## src/rtl/uart_pkg.sv

```systemverilog
//==============================================================================
// Module      : uart_pkg
// Description : Shared types and constants for the uart_tx arbiter and uart_tx.
// Revision    : 1.0 - initial release
//==============================================================================
`default_nettype none

package uart_pkg;

    typedef enum logic [1:0] {
        IDLE_S = 2'd0,
        SEND_S = 2'd1,
        GAP_S  = 2'd2
    } state_t;

    // Frame shape shared with uart_tx: Manchester sends two half-bit symbols per bit.
    localparam int UART_DATA_BITS     = 8;
    localparam int UART_START_BITS    = 1;
    localparam int UART_STOP_BITS     = 1;
    localparam int UART_HALVES_PER_BIT = 2;

    function automatic int clog2(input int value);
        int result;
        result = 0;
        for (int v = value - 1; v > 0; v = v >> 1) begin
            result++;
        end
        return result;
    endfunction

endpackage

`default_nettype wire

```

## src/rtl/rr_arbiter.sv

```systemverilog
//==============================================================================
// Module      : rr_arbiter
// Description : Combinational round-robin pick; search starts just after ptr.
// Revision    : 1.0 - initial release
//==============================================================================
`default_nettype none

module rr_arbiter
    import uart_pkg::*;
#(
    parameter int N = 4,
    parameter int W = (N > 1) ? clog2(N) : 1
) (
    input  logic [N-1:0] req,
    input  logic [W-1:0] ptr,
    output logic [N-1:0] gnt_onehot,
    output logic [W-1:0] gnt_idx,
    output logic         any
);

    logic [W-1:0] cand;

    always_comb begin
        any     = 1'b0;
        gnt_idx = '0;
        cand    = '0;
        for (int k = 1; k <= N; k++) begin
            cand = W'((int'(ptr) + k) % N);
            if (!any && req[cand]) begin
                any     = 1'b1;
                gnt_idx = cand;
            end
        end
    end

    assign gnt_onehot = any ? (N'(1) << gnt_idx) : '0;

endmodule

`default_nettype wire

```

## src/rtl/uart_tx_arbiter.sv

```systemverilog
//==============================================================================
// Module      : uart_tx_arbiter
// Description : Round-robin sharing of one uart_tx among NUM_REQ byte sources,
//               with post-frame gap and a send watchdog.
// Revision    : 1.0 - initial release
//==============================================================================
`default_nettype none

module uart_tx_arbiter
    import uart_pkg::*;
#(
    parameter int NUM_REQ        = 4,
    parameter int DATA_BITS      = 8,
    parameter int GAP_CYCLES     = 162,
    parameter int TIMEOUT_CYCLES = 65535,
    localparam int SRC_W         = clog2(NUM_REQ)
) (
    input  logic                         clk,
    input  logic                         reset,
    input  logic [NUM_REQ-1:0]           req_valid,
    input  logic [NUM_REQ*DATA_BITS-1:0] req_data,
    output logic [NUM_REQ-1:0]           req_ready,
    output logic                         tx_valid,
    output logic [DATA_BITS-1:0]         tx_data,
    input  logic                         tx_ready,
    output logic [SRC_W-1:0]             cur_src,
    output logic                         busy,
    output logic                         drop
);

    localparam logic [31:0] GAP_LOAD  = 32'(GAP_CYCLES - 1);
    localparam logic [31:0] WDOG_LAST = 32'(TIMEOUT_CYCLES - 1);

    state_t               state_q, state_d;
    logic [DATA_BITS-1:0] data_q, data_d;
    logic [SRC_W-1:0]     cur_src_q, cur_src_d;
    logic [SRC_W-1:0]     rr_ptr_q, rr_ptr_d;
    logic [31:0]          gap_q, gap_d;
    logic [31:0]          wdog_q, wdog_d;

    logic [NUM_REQ-1:0]   gnt_onehot;
    logic [SRC_W-1:0]     gnt_idx;
    logic                 gnt_any;
    logic [NUM_REQ-1:0]   ready_c;
    logic                 drop_c;
    logic [DATA_BITS-1:0] req_bytes [NUM_REQ];

    for (genvar i = 0; i < NUM_REQ; i++) begin : g_unpack
        assign req_bytes[i] = req_data[i*DATA_BITS +: DATA_BITS];
    end

    rr_arbiter #(
        .N (NUM_REQ),
        .W (SRC_W)
    ) u_rr (
        .req        (req_valid),
        .ptr        (rr_ptr_q),
        .gnt_onehot (gnt_onehot),
        .gnt_idx    (gnt_idx),
        .any        (gnt_any)
    );

    always_comb begin
        state_d   = state_q;
        data_d    = data_q;
        cur_src_d = cur_src_q;
        rr_ptr_d  = rr_ptr_q;
        gap_d     = gap_q;
        wdog_d    = wdog_q;
        ready_c   = '0;
        drop_c    = 1'b0;
        case (state_q)
            IDLE_S: begin
                ready_c = gnt_onehot;
                if (gnt_any) begin
                    data_d    = req_bytes[gnt_idx];
                    cur_src_d = gnt_idx;
                    rr_ptr_d  = gnt_idx;
                    wdog_d    = '0;
                    state_d   = SEND_S;
                end
            end
            SEND_S: begin
                wdog_d = wdog_q + 32'd1;
                // A handshake on the timeout cycle still counts as delivered.
                if (tx_ready || (TIMEOUT_CYCLES != 0 && wdog_q == WDOG_LAST)) begin
                    drop_c = !tx_ready;
                    if (GAP_CYCLES == 0) begin
                        state_d = IDLE_S;
                    end else begin
                        state_d = GAP_S;
                        gap_d   = GAP_LOAD;
                    end
                end
            end
            GAP_S: begin
                if (gap_q == 32'd0) begin
                    state_d = IDLE_S;
                end else begin
                    gap_d = gap_q - 32'd1;
                end
            end
            default: state_d = IDLE_S;
        endcase
    end

    always_ff @(posedge clk) begin
        if (reset) begin
            state_q   <= IDLE_S;
            data_q    <= '0;
            cur_src_q <= '0;
            rr_ptr_q  <= SRC_W'(NUM_REQ - 1);
            gap_q     <= '0;
            wdog_q    <= '0;
        end else begin
            state_q   <= state_d;
            data_q    <= data_d;
            cur_src_q <= cur_src_d;
            rr_ptr_q  <= rr_ptr_d;
            gap_q     <= gap_d;
            wdog_q    <= wdog_d;
        end
    end

    // Outputs are masked by reset so a mid-frame reset drops tx_valid immediately.
    assign req_ready = reset ? '0 : ready_c;
    assign tx_valid  = !reset && (state_q == SEND_S);
    assign tx_data   = reset ? '0 : data_q;
    assign cur_src   = reset ? '0 : cur_src_q;
    assign busy      = !reset && (state_q != IDLE_S);
    assign drop      = !reset && drop_c;

endmodule

`default_nettype wire

```

## config.mk

```make
export PLATFORM = sky130hd
export DESIGN_NAME = uart_tx_arbiter
export DESIGN_NICKNAME = d
export VERILOG_FILES = /design/src/rtl/uart_pkg.sv /design/src/rtl/rr_arbiter.sv /design/src/rtl/uart_tx_arbiter.sv
export SDC_FILE = /design/constraint.sdc
export NUM_CORES = 1
export LEC_CHECK = 0
export BUFFER_PORTS_ARGS = -buffer_cell sky130_fd_sc_hd__buf_2
export CORE_UTILIZATION = 63
export DETAILED_ROUTE_END_ITERATION = 8
export PLACE_DENSITY = 0.9
export SETUP_SLACK_MARGIN = 0.15
export SLEW_MARGIN = 30
export SYNTH_ARGS = -nofsm -noshare
export SYNTH_HDL_FRONTEND = slang
export SYNTH_SLANG_ARGS = --single-unit
export TNS_END_PERCENT = 50
```

## constraint.sdc

```tcl
create_clock -name clk -period 6.15 [get_ports clk]
set_input_delay 0 -clock clk [delete_from_list [all_inputs] [get_ports clk]]
set_output_delay 0 -clock clk [all_outputs]
set_load 0.02 [all_outputs]
```

==> results.py <==
metrics = {
    "run_status": {
        "status": "finished, final reports clean",
    },
    "pwr": {
        "vdd_drop_max_v": 0.000592,
        "p_per_area_nw_per_um2": 590,
        "total_power_mw": 2.94,
        "p_leak_nw": 1.88,
    },
    "logic_synthesis": {
        "syn-instance-count": 524,
        "yosys_warnings": 0,
        "synth.largest_area_cell": "dfxtp_1",
        "synth_edf_count": 0,
        "synthTopCellsByArea": "dfxtp_1, nor2_1, mux2i_1",
        "async_flop_share_pct": 0,
        "ys.flop_type": "dfxtp_1",
        "yosysUniqueCellTypes": 65,
        "netlist_area_um2": 4310,
        "synth-seq-cells": 78,
        "synth_seq_area_share_pct": 36.2,
        "synth_top_area_share_pct": 36.2,
        "syn_nets": 566,
        "syn_avg_cell_area_um2": 8.23,
        "synth.top_cells.by_count": "dfxtp_1, nor2_1, nand2_1",
        "synth_most_common_cell": "dfxtp_1",
    },
    "worst_setup_path": {
        "path_max_fanout": 20,
        "worstPathRequired_ps": 6380,
        "cp-end-kind": "flip-flop",
        "cp.arrival_ps": 3200,
        "path_class": "reg2reg",
        "crit_path_start_kind": "flip-flop",
    },
    "placement": {
        "pre_cts_slack_ps": 3500,
        "dp_hpwl_um": 6890,
        "io_buffer_count": 55,
        "placed_cell_area_um2": 4580,
        "gp_congestion": 0.883,
    },
    "final_layout": {
        "final_util_pct": 76.7,
        "syn2layout_area_growth_pct": 15.5,
        "diodes": 0,
        "final_nets": 628,
        "layout-drive-gt1-share_pct": 17.1,
        "design_area_um2": 4980,
        "fill_cells": 418,
    },
    "cts": {
        "cts_tree": "done",
        "clk_latency_ps": 350,
        "numCtsBuffers": 9,
        "clkTransAtPathRegs_ps": 80,
        "cts.path.max_buffers": 2,
        "root_buffer": "clkbuf_8",
        "clock-sinks": 78,
        "cts-htree-levels": 3,
    },
    "grt": {
        "antenna_found_initial": 0,
        "overflow": 0,
        "grt_pass1_vias": 4073,
        "grt_max_degree": 57,
        "grt.total_usage_pct": 32.3,
        "grt_pass1_wl_um": 18600,
    },
    "timing": {
        "worstMarginPinSlew_ps": 870,
        "rsz0062_at_grt": "no",
        "fin_tns_setup_ps": 0,
        "final_max_slew_viol_count": 0,
        "skew_ps": 8.94,
        "slew_headroom_pct": 42.0,
        "post-route-period-util_pct": 48.2,
        "timing_hold_violations_final": 0,
        "fmax_mhz": 337,
        "setup_viol": 0,
        "period_needed_ps": 2970,
        "setup_ws_ps": 3180,
    },
    "route": {
        "drtPass1Iterations": 5,
        "detail-route-antenna-nets": 0,
        "via_per_inst": 6.53,
        "drt_iter0_drc": 307,
        "drc": 0,
        "routedWlPerCell_um": 16.8,
        "drt_wl_total_um": 11200,
        "num_vias": 4358,
    },
    "min_path": {
        "hold_class": "in2reg",
    },
    "floorplanning": {
        "initial_utilization_pct": 66.4,
        "dieArea_um2": 7180,
        "core_area_um2": 6490,
        "die_h_um": 84.8,
        "ioPinCount": 56,
        "row_count": 29,
        "die_w_um": 84.8,
    },
    "flow_run": {
        "maxCapViolCount": 0,
    },
}
area by class of cell:
| class | count | area [µm²] | area share [%] |
|---|---|---|---|
| clock buffers | 14 | 163 | 3.26 |
| inverters | 7 | 26.3 | 0.527 |
| well taps | 77 | 96.3 | 1.93 |
| multi-input cells | 410 | 2610 | 52.4 |
| flip-flops and latches | 78 | 1560 | 31.3 |
| repair buffers | 80 | 520 | 10.4 |
| clock inverters | 1 | 5.00 | 0.100 |
layer usage:
layer  part of all wire, %  vias up  GRT usage, %
met2                    48      219          54.3
met5                     0        -             0
li1                      -     2084             -
met3                   6.0       42          5.90
met1                    42     2013          39.3
met4                   3.8        0          17.3
path summary, 6_finish.rpt:
kind                                  to                startpoint  slack [ps]  depth (start not counted)
setup / recovery  data_q[0]$_SDFFE_PP0P_  rr_ptr_q[1]$_SDFFE_PP1P_        3180                          6
hold / removal    data_q[1]$_SDFFE_PP0P_               req_data[1]           3                          3
setup reg to reg  data_q[0]$_SDFFE_PP0P_  rr_ptr_q[1]$_SDFFE_PP1P_        3180                          6
hold reg to reg   gap_q[30]$_SDFFE_PP0P_    gap_q[30]$_SDFFE_PP0P_         480                          2
flip-flops by register name, indices dropped and copies added (netlist names):
| register | flops |
|---|---|
| rr_ptr_q | 2 |
| cur_src_q | 2 |
| gap_q | 32 |
| state_q | 2 |
| wdog_q | 32 |
| data_q | 8 |
per-stage QoR:
step / hold WS (ps) / std cells
floorplan: 86.3 / 524
global placement: 295 / 629
detailed placement: 315 / 629
CTS: 7.00 / 667
global route: 15.8 / 667
finish: 3.15 / 667
critical path: stages (launching register included):
cell,delay (ps)
dfxtp_1,440
a31oi_1,170
a21oi_4,650
mux2i_1,300
dlygate4sd3_1,600
o221ai_1,130
dlygate4sd3_1,580
placed cells by master (no fill, tap or decap), types with 4 or more instances in the layout:
cell type,synthesis,layout
nor2_1,60,60
o211ai_1,4,4
nor4_1,16,14
or3_1,20,20
xor2_1,4,4
or4_1,17,17
or4_4,4,4
o221ai_1,9,9
nand2_1,40,40
o21ai_0,12,12
nor2b_1,15,15
nand3_1,28,28
nor4_2,3,5
o31ai_1,19,19
clkbuf_8,0,11
o21ai_1,4,4
and2_1,5,5
nor3_1,11,11
mux2i_1,21,21
a21oi_1,39,38
dlygate4sd3_1,0,23
buf_2,2,55
inv_1,7,7
nand4_1,10,10
and4_1,4,4
mux2_2,5,5
nand2b_1,8,8
dfxtp_1,78,78
where the power goes:
part           switching, mW  internal, mW  leakage [nW]
clock                  0.181         0.167        0.0865
sequential             0.133         0.635         0.633
combinational           1.17         0.658          1.16
total                   1.48          1.46          1.88
timing repair:
action / in CTS / in global routing
gates resized for setup: 0 / 0
hold endpoints to repair: 8 / 0
hold buffers: 23 / 0
endpoints found under the setup margin: 0 / 0
setup buffers: 0 / 0
cells by family after synthesis:
logic type               synth area share (%)
AND/OR/NAND/NOR                          33.8
adder cells (fa/ha/maj)                 0.870
flip-flops                               36.2
buffers and inverters                    3.83
XOR/XNOR                                 1.22
AO/OA/AOI/OAI                            17.9
multiplexers                             6.18
Power figures use the tool's default switching activity.
